[config.mk]
export PLATFORM = sky130hd
export DESIGN_NAME = physical_delay_calib
export DESIGN_NICKNAME = d
export VERILOG_FILES = /design/src/rtl/physical_delay_calib.sv
export SDC_FILE = /design/constraint.sdc
export NUM_CORES = 1
export LEC_CHECK = 0
export CAP_MARGIN = 20
export CORE_MARGIN = 2
export CORE_UTILIZATION = 63
export DETAILED_ROUTE_END_ITERATION = 12
export PLACE_DENSITY = 0.88
export SETUP_SLACK_MARGIN = 0.2
export SLEW_MARGIN = 20
export SYNTH_ARGS = -nofsm -noshare
export SYNTH_HDL_FRONTEND = slang
export SYNTH_SLANG_ARGS = --single-unit
[constraint.sdc]
create_clock -name i_clk -period 4.2 [get_ports i_clk]
set_input_delay 0.84 -clock i_clk [delete_from_list [all_inputs] [get_ports i_clk]]
set_output_delay 0.84 -clock i_clk [all_outputs]
set_load 0.01 [all_outputs]
[src/rtl/physical_delay_calib.sv]
// physical_delay_calib
//   Sweeps all 32 taps of an input delay element. At each tap it waits for
//   the delay to settle, then checks a run of deserialized training words.
//   It picks the longest contiguous run of passing taps and parks the delay
//   at the centre of that run.
//
// Ports
//   i_clk        deserializer CLKDIV clock (single clock domain)
//   i_rst        synchronous, active-high reset
//   i_start      single-cycle request to run a sweep (IDLE/DONE/FAIL only)
//   i_data[5:0]  deserialized word, bit 5 = first bit received
//   o_delay_val  tap value driven to the delay element
//   o_busy       high while a sweep is in progress
//   o_done       level, last sweep found a window
//   o_fail       level, last sweep found no passing tap
//   o_win_start  first tap of the selected window
//   o_win_len    length of the selected window (0..32)
module physical_delay_calib #(
  parameter logic [5:0]  PATTERN       = 6'b111000,
  parameter int unsigned SETTLE_CYCLES = 8,
  parameter int unsigned SAMPLE_COUNT  = 16
) (
  input  logic       i_clk,
  input  logic       i_rst,
  input  logic       i_start,
  input  logic [5:0] i_data,
  output logic [4:0] o_delay_val,
  output logic       o_busy,
  output logic       o_done,
  output logic       o_fail,
  output logic [4:0] o_win_start,
  output logic [5:0] o_win_len
);

  typedef enum logic [2:0] {
    IDLE, LOAD, SETTLE, SAMPLE, EVAL, CENTER, DONE, FAIL
  } state_t;

  localparam logic [7:0] SETTLE_LAST = 8'(SETTLE_CYCLES - 1);
  localparam logic [7:0] SAMPLE_LAST = 8'(SAMPLE_COUNT - 1);

  state_t     state_q;
  logic [7:0] cnt_q;
  logic [4:0] tap_q;
  logic [5:0] ref_q;
  logic       ok_q;
  logic [4:0] cur_start_q;
  logic [5:0] cur_len_q;
  logic [4:0] best_start_q;
  logic [5:0] best_len_q;

  // Sample-phase combinational view of the reference word and pass flag
  logic [11:0] pat_dbl;
  logic        is_rot;
  logic [5:0]  ref_d;
  logic        ok_d;

  always_comb begin
    pat_dbl = {PATTERN, PATTERN};
    is_rot  = 1'b0;
    for (int unsigned r = 0; r < 6; r++) begin
      if (i_data == pat_dbl[11 - r -: 6]) is_rot = 1'b1;
    end
    if (cnt_q == 8'd0) begin
      ref_d = i_data;
      ok_d  = is_rot;
    end else begin
      ref_d = ref_q;
      ok_d  = ok_q && (i_data == ref_q);
    end
  end

  // Run tracker: a run is closed by a failing tap or by the last tap,
  // and only a strictly longer run displaces the best so ties keep the earliest.
  logic [5:0] ext_len;
  logic [4:0] ext_start;
  logic [5:0] cand_len;
  logic [4:0] cand_start;
  logic       run_close;
  logic       take_best;
  logic [4:0] center_tap;

  always_comb begin
    ext_len    = cur_len_q + 6'd1;
    ext_start  = (cur_len_q == 6'd0) ? tap_q : cur_start_q;
    cand_len   = ok_q ? ext_len   : cur_len_q;
    cand_start = ok_q ? ext_start : cur_start_q;
    run_close  = !ok_q || (tap_q == 5'd31);
    take_best  = run_close && (cand_len > best_len_q);
    center_tap = best_start_q + 5'((best_len_q - 6'd1) >> 1);
  end

  always_ff @(posedge i_clk) begin
    if (i_rst) begin
      state_q      <= IDLE;
      cnt_q        <= '0;
      tap_q        <= '0;
      ref_q        <= '0;
      ok_q         <= 1'b0;
      cur_start_q  <= '0;
      cur_len_q    <= '0;
      best_start_q <= '0;
      best_len_q   <= '0;
      o_delay_val  <= '0;
      o_busy       <= 1'b0;
      o_done       <= 1'b0;
      o_fail       <= 1'b0;
      o_win_start  <= '0;
      o_win_len    <= '0;
    end else begin
      case (state_q)
        IDLE, DONE, FAIL: begin
          if (i_start) begin
            o_done       <= 1'b0;
            o_fail       <= 1'b0;
            o_busy       <= 1'b1;
            cur_start_q  <= '0;
            cur_len_q    <= '0;
            best_start_q <= '0;
            best_len_q   <= '0;
            tap_q        <= '0;
            o_delay_val  <= '0;
            cnt_q        <= '0;
            state_q      <= LOAD;
          end
        end
        LOAD: begin
          cnt_q   <= '0;
          state_q <= SETTLE;
        end
        SETTLE: begin
          if (cnt_q == SETTLE_LAST) begin
            cnt_q   <= '0;
            state_q <= SAMPLE;
          end else begin
            cnt_q <= cnt_q + 8'd1;
          end
        end
        SAMPLE: begin
          ref_q <= ref_d;
          ok_q  <= ok_d;
          if (cnt_q == SAMPLE_LAST) begin
            cnt_q   <= '0;
            state_q <= EVAL;
          end else begin
            cnt_q <= cnt_q + 8'd1;
          end
        end
        EVAL: begin
          if (ok_q) begin
            cur_len_q   <= ext_len;
            cur_start_q <= ext_start;
          end else begin
            cur_len_q <= '0;
          end
          if (take_best) begin
            best_len_q   <= cand_len;
            best_start_q <= cand_start;
          end
          if (tap_q == 5'd31) begin
            state_q <= CENTER;
          end else begin
            tap_q       <= tap_q + 5'd1;
            o_delay_val <= tap_q + 5'd1;
            state_q     <= LOAD;
          end
        end
        CENTER: begin
          o_busy <= 1'b0;
          if (best_len_q != 6'd0) begin
            o_delay_val <= center_tap;
            o_win_start <= best_start_q;
            o_win_len   <= best_len_q;
            o_done      <= 1'b1;
            state_q     <= DONE;
          end else begin
            o_delay_val <= '0;
            o_win_start <= '0;
            o_win_len   <= '0;
            o_fail      <= 1'b1;
            state_q     <= FAIL;
          end
        end
        default: state_q <= IDLE;
      endcase
    end
  end

endmodule

After elaboration in Yosys (flattened, before gate mapping)
Index checks and enable logic that the tools add are counted.

storage, ports and cells
  flip-flop bits (word level) = 64
  logic and storage cells = 110

operators by class
  add/sub/neg operators = 5
  order comparisons = 1
  equality and inequality tests = 24
  mux-type cells = 42
  reduce and logical (&&, ||, !) cells = 23

operators with widths
  kind                 number
  $mux 5               7
  $pmux 8 s4           1
  $mux 6               5
  $pmux 5 s2           3
  $mux 8               3
  $pmux 6 s2           2
  $eq 6x6->1 const B   3
  $pmux 3 s6           1
  $reduce_and 3->1     6
  $pmux 5 s3           1
  $ne 2x2->1 const B   7
  $eq 3x3->1 const B   4
  $mux 1               12
  $mux 3               4
  $add 8x1->8 const B  1
  $eq 8x3->1 const B   1
  $eq 8x4->1 const B   1
  $logic_not 8->1      1
  $reduce_and 2->1     4
  $add 6x1->6 const B  1
  $eq 3x2->1 const B   2
  $eq 6x3->1 const B   1
  $eq 6x4->1 const B   1
  $eq 6x5->1 const B   1
  other kinds (18)     22

Longest topological paths before layout
  depth in word-level cells = 8
  gate-level depth with buffers = 11
  gate-level depth less buffers = 10

Worst setup path before layout
No wires, ideal clock.

  kind = register to register
  start = register cur_len_q[2]
  end = register best_start_q[0]
  library setup time = 72 ps
  arrival = 2227 ps
  setup slack = 1902 ps
  cell stages (with the launch flop) = 12
  clock period less this slack = 2298 ps
  path through = dfxtp_1 -> clkbuf_1 -> and3_1 -> clkbuf_1 -> nand4_1 -> xnor2_1 -> ha_1 -> nand3_1 -> o21bai_1 -> a21oi_1 -> buf_4 -> mux2i_1

on the way
  longest elaborated chain between the ends = 6
  elaborated cells on any way between the ends = 11
  classes of those cells = add/sub (1); order compare (1); eq/ne (1); mux (5); reduce/logical (3)

ends and longest elaborated chain
  element                            line  RTL
  start, declared                    48    logic [5:0] cur_len_q;
  start signal, assigned             151   cur_len_q <= ext_len;
  $add 6x1->6                        84    ext_len = cur_len_q + 6'd1;
  $mux 6                             86    cand_len = ok_q ? ext_len : cur_len_q;
  $gt 6x6->1                         89    take_best = run_close && (cand_len > best_len_q);
  $logic_and 1x1->1                  89
  $ne 2x2->1 (no source line)        -
  $reduce_and 3->1 (no source line)  -
  end signal, assigned               158   best_start_q <= cand_start;
  end, declared                      49    logic [4:0] best_start_q;

Several ways; a longest one is shown, not always the timed one. The select of a mux whose other input is x is not followed.
A chain may end at the register's enable or synchronous reset.

Worst setup path in the final report
  start = register cur_len_q[2]
  end = register best_len_q[2]

on the way
  longest elaborated chain between the ends = 6
  elaborated cells on any way between the ends = 8
  classes of those cells = add/sub (1); order compare (1); eq/ne (1); mux (3); reduce/logical (2)

ends and longest elaborated chain
  element                            line  RTL
  $add 6x1->6                        84
  $mux 6 *                           86
  $gt 6x6->1                         89
  $logic_and 1x1->1                  89
  $ne 2x2->1 (no source line)        -
  $reduce_and 3->1 (no source line)  -
  end signal, assigned               157   best_len_q <= cand_len;
  end, declared                      50    logic [5:0] best_len_q;

Every way passes the cells marked *; elsewhere a longest branch is shown, timed or not. The select of a mux whose other input is x is not followed.

==> impl_metrics.env <==
export IMPL_fp_dieH_um=79.78
export IMPL_cts_max_level=3
export IMPL_detail_route_wl_per_cell_um=14.07
export IMPL_core_area_mm2=0.005540
export IMPL_wirelength_mm=7.343
export IMPL_min_period_over_period=0.6776
export IMPL_synthXorXnorAreaFrac=0.07506
export IMPL_multiInputGateArea_mm2=0.002136
export IMPL_drc=0
export IMPL_worstPathCellList="and3_1 -> nand4_1 -> xnor2_1 -> ha_1 -> nand3_1 -> o221ai_1 -> a21oi_1 -> buf_4 -> mux2i_1"
export IMPL_hold_viol_final=0
export IMPL_holdWs_ns=0.4531
export IMPL_holdPathStages=2
export IMPL_r2r_cells=9
export IMPL_async_reset_ff_frac=0
export IMPL_slew_violations=0
export IMPL_max_slew_worst_pin_slew_ns=1.136
export IMPL_synth_top_family_by_area="simple AND/OR/NAND/NOR gates"
export IMPL_cts_tree="yes"
export IMPL_ios=28
export IMPL_viasPerCell=5.745
export IMPL_gp_congestion=0.8703
export IMPL_cts_setup_buffers=0
export IMPL_fin_setup_tns_ns=0
export IMPL_synth_compound_area_frac=0.1339
export IMPL_start_util=0.6529
export IMPL_drtAntennaViolNets=0
export IMPL_synth_area_mm2=0.003617
export IMPL_whs_endpoint="o_win_start[2]$_SDFFE_PP0P_"
export IMPL_grt_pass1_wl_mm=12.57
export IMPL_cts_root_buf="clkbuf_8"
export IMPL_min_period_ns=2.846
export IMPL_die_w_um=79.78
export IMPL_synth_edff_count=0
export IMPL_antenna_diode_count=0
export IMPL_ys_types=54
export IMPL_status="completed"
export IMPL_area_delta_synth_final_pct=12.90
export IMPL_rsz0062_at_grt="false"
export IMPL_grt_max_degree=63
export IMPL_syn_inst=431
export IMPL_drive_gt1_frac=0.06889
export IMPL_cellLeakagePower_uw=0.001518
export IMPL_slew_headroom=0.2377
export IMPL_dp_hpwl_mm=5.079
export IMPL_grt_pass1_vias=2767
export IMPL_peakVddDrop_mv=0.2835
export IMPL_synth_area_per_cell_um2=8.393
export IMPL_hold_path_class="flip-flop to flip-flop"
export IMPL_synthAdderAreaFrac=0.07126
export IMPL_slowest_stage="a21oi_1"
export IMPL_via_count=2999
export IMPL_yosysSeqAreaShare=0.3542
export IMPL_ys_flop_type="dfxtp_1"
export IMPL_yosys_area_share_simple=0.2418
export IMPL_criticalPathCategory="flip-flop to flip-flop"
export IMPL_skew_ns=0.01072
export IMPL_crit_required_ns=4.48
export IMPL_cts_clk_slew_worst_paths_ns=0.07
export IMPL_setup_viol=0
export IMPL_crit_fanout=7
export IMPL_worstSkewPairLatency_ns=0.35
export IMPL_register_area_mm2=0.001281
export IMPL_fillers=446
export IMPL_die_area_mm2=0.006364
export IMPL_cp_end_kind="flip-flop"
export IMPL_synthesis_nets=460
export IMPL_fmax_ghz=0.3514
export IMPL_port_buffers=27
export IMPL_cts_buffers=9
export IMPL_synthMuxAreaShare=0.06849
export IMPL_min_from="o_win_start[2]$_SDFFE_PP0P_"
export IMPL_ys_seq_elements=64
export IMPL_drt_iter0_drc=156
export IMPL_powerDensity_mw_per_mm2=317.2
export IMPL_cp_start_kind="flip-flop"
export IMPL_fp_row_count=27
export IMPL_worstReg2RegEnd="best_len_q[2]$_SDFFE_PP0P_"
export IMPL_yosys_warnings=0
export IMPL_antenna_found_initial=0
export IMPL_slowest_delay_ns=0.66
export IMPL_nets=474
export IMPL_reg2reg_from="cur_len_q[2]$_SDFFE_PP0P_"
export IMPL_clock_path_buffers=2
export IMPL_gr_total_overflow=0
export IMPL_cts_resized=0
export IMPL_grt_use_total=0.2511
export IMPL_crit_arrival_ns=3.12
export IMPL_cts_sinks=64
export IMPL_dr_pass1_iters=4
export IMPL_cts_hold_buf=0
export IMPL_ff2ff_setup_slack_ns=1.35
export IMPL_drv_cap=0
==> state kept, by name, summed over array words and instances, names as in the netlist <==
name / cells
cur_start_q: 5
best_len_q: 6
best_start_q: 5
o_win_len: 6
o_win_start: 5
tap_q: 5
o_fail: 1
cur_len_q: 6
state_q: 3
cnt_q: 8
o_busy: 1
ref_q: 6
o_delay_val: 5
ok_q: 1
o_done: 1
==> worst max-delay path by stage <==
stage,from,to,slack [ns],cells after the start
floorplan,cur_len_q[2]$_SDFFE_PP0P_,best_start_q[0]$_SDFFE_PP0P_,1.90,11
global placement,i_start,cur_len_q[5]$_SDFFE_PP0P_,1.48,5
detailed placement,i_start,tap_q[2]$_SDFFE_PP0P_,1.36,5
CTS,cur_len_q[2]$_SDFFE_PP0P_,best_len_q[3]$_SDFFE_PP0P_,1.36,9
global route,cur_len_q[2]$_SDFFE_PP0P_,best_len_q[4]$_SDFFE_PP0P_,1.09,9
finish,cur_len_q[2]$_SDFFE_PP0P_,best_len_q[2]$_SDFFE_PP0P_,1.35,9
==> metal layers <==
layer  vias up  track usage  routed length (um)
li1       1524            -                   -
met1      1403       0.3059                3304
met2        64       0.4269                3638
met3         8      0.04977                 291
met4         0       0.1136                 110
met5         -            0                   0
==> placed cells by master, fill, tap and decap left out, types with 2 or more instances in the layout <==
cell,n
and3_1,3
and2_1,2
dfxtp_1,64
nand3b_1,19
o22ai_1,2
o21bai_1,2
nand3_1,23
nor2b_1,2
o21ai_1,4
a21oi_1,40
nor2_1,35
or2_1,3
a211oi_1,2
mux2_2,6
a21o_1,4
a22oi_1,2
a31oi_1,4
ha_1,19
inv_1,17
a21boi_1,2
nand2_1,44
xnor2_1,15
xor2_1,16
o21ai_0,7
or3_1,4
nand2b_1,8
nor3_1,6
clkdlybuf4s50_1,26
a311oi_1,3
mux2i_1,18
o21a_1,3
buf_4,4
nand4_1,6
clkbuf_8,13
==> synthesized netlist by cell type, types with 3 or more instances <==
cell,n,share of area
dfxtp_1,64,0.35
nand2_1,44,0.046
a21oi_1,40,0.055
nor2_1,35,0.036
nand3_1,23,0.032
ha_1,19,0.066
nand3b_1,19,0.039
mux2i_1,18,0.050
clkbuf_1,17,0.018
inv_1,17,0.018
xor2_1,16,0.039
xnor2_1,15,0.036
nand2b_1,8,0.014
o21ai_0,7,0.0097
buf_2,6,0.0083
mux2_2,6,0.019
nand4_1,6,0.010
nor3_1,6,0.0083
a21o_1,4,0.0083
a31oi_1,4,0.0069
o21ai_1,4,0.0055
or3_1,4,0.0069
a311oi_1,3,0.0073
and3_1,3,0.0052
buf_4,3,0.0062
o21a_1,3,0.0062
or2_1,3,0.0052
==> report_power, final <==
group	internal, uW	switching (uW)
logic	37.1	55.5
registers	614	15.3
clock network	338	235
total	990	306
==> area by class of cell <==
type,count,area share
sequential,64,0.3137
timing repair buffer,31,0.07230
clock inverter,2,0.008578
tap,72,0.02206
inverter,17,0.01562
multi-input combinational,322,0.5230
clock buffer,14,0.04473
==> worst max-delay path, delay by kind of cell (launching register included) <==
| family | cells | cell delay (ns) |
|---|---|---|
| compound gates | 2 | 0.78 |
| buf+inv | 1 | 0.29 |
| fa+ha+maj | 1 | 0.28 |
| mux | 1 | 0.19 |
| simple gates | 3 | 0.53 |
| flops | 1 | 0.47 |
| xor+xnor | 1 | 0.24 |
==> through the flow <==
stage	util	instances	total power [uW]	setup slack, ns	instance area [um2]
CTS	0.7371	522	1298	1.360	4084
global placement	0.6978	506	731.0	1.482	3866
finish	0.7371	522	1295	1.354	4084
global route	0.7371	522	1342	1.092	4084
detailed placement	0.6978	506	734.7	1.363	3866
floorplan	-	431	708.8	1.902	3617
==> cell families (layout without fill, tap and decap cells) <==
| kind of cell | after synthesis | count (layout) |
|---|---|---|
| XOR/XNOR | 31 | 31 |
| AND/OR/NAND/NOR | 166 | 166 |
| multiplexers | 24 | 24 |
| AO/OA/AOI/OAI | 81 | 81 |
| flip-flops | 64 | 64 |
| adder cells (fa/ha/maj) | 20 | 20 |
| buffers and inverters | 45 | 64 |
Power figures use the tool's default switching activity.
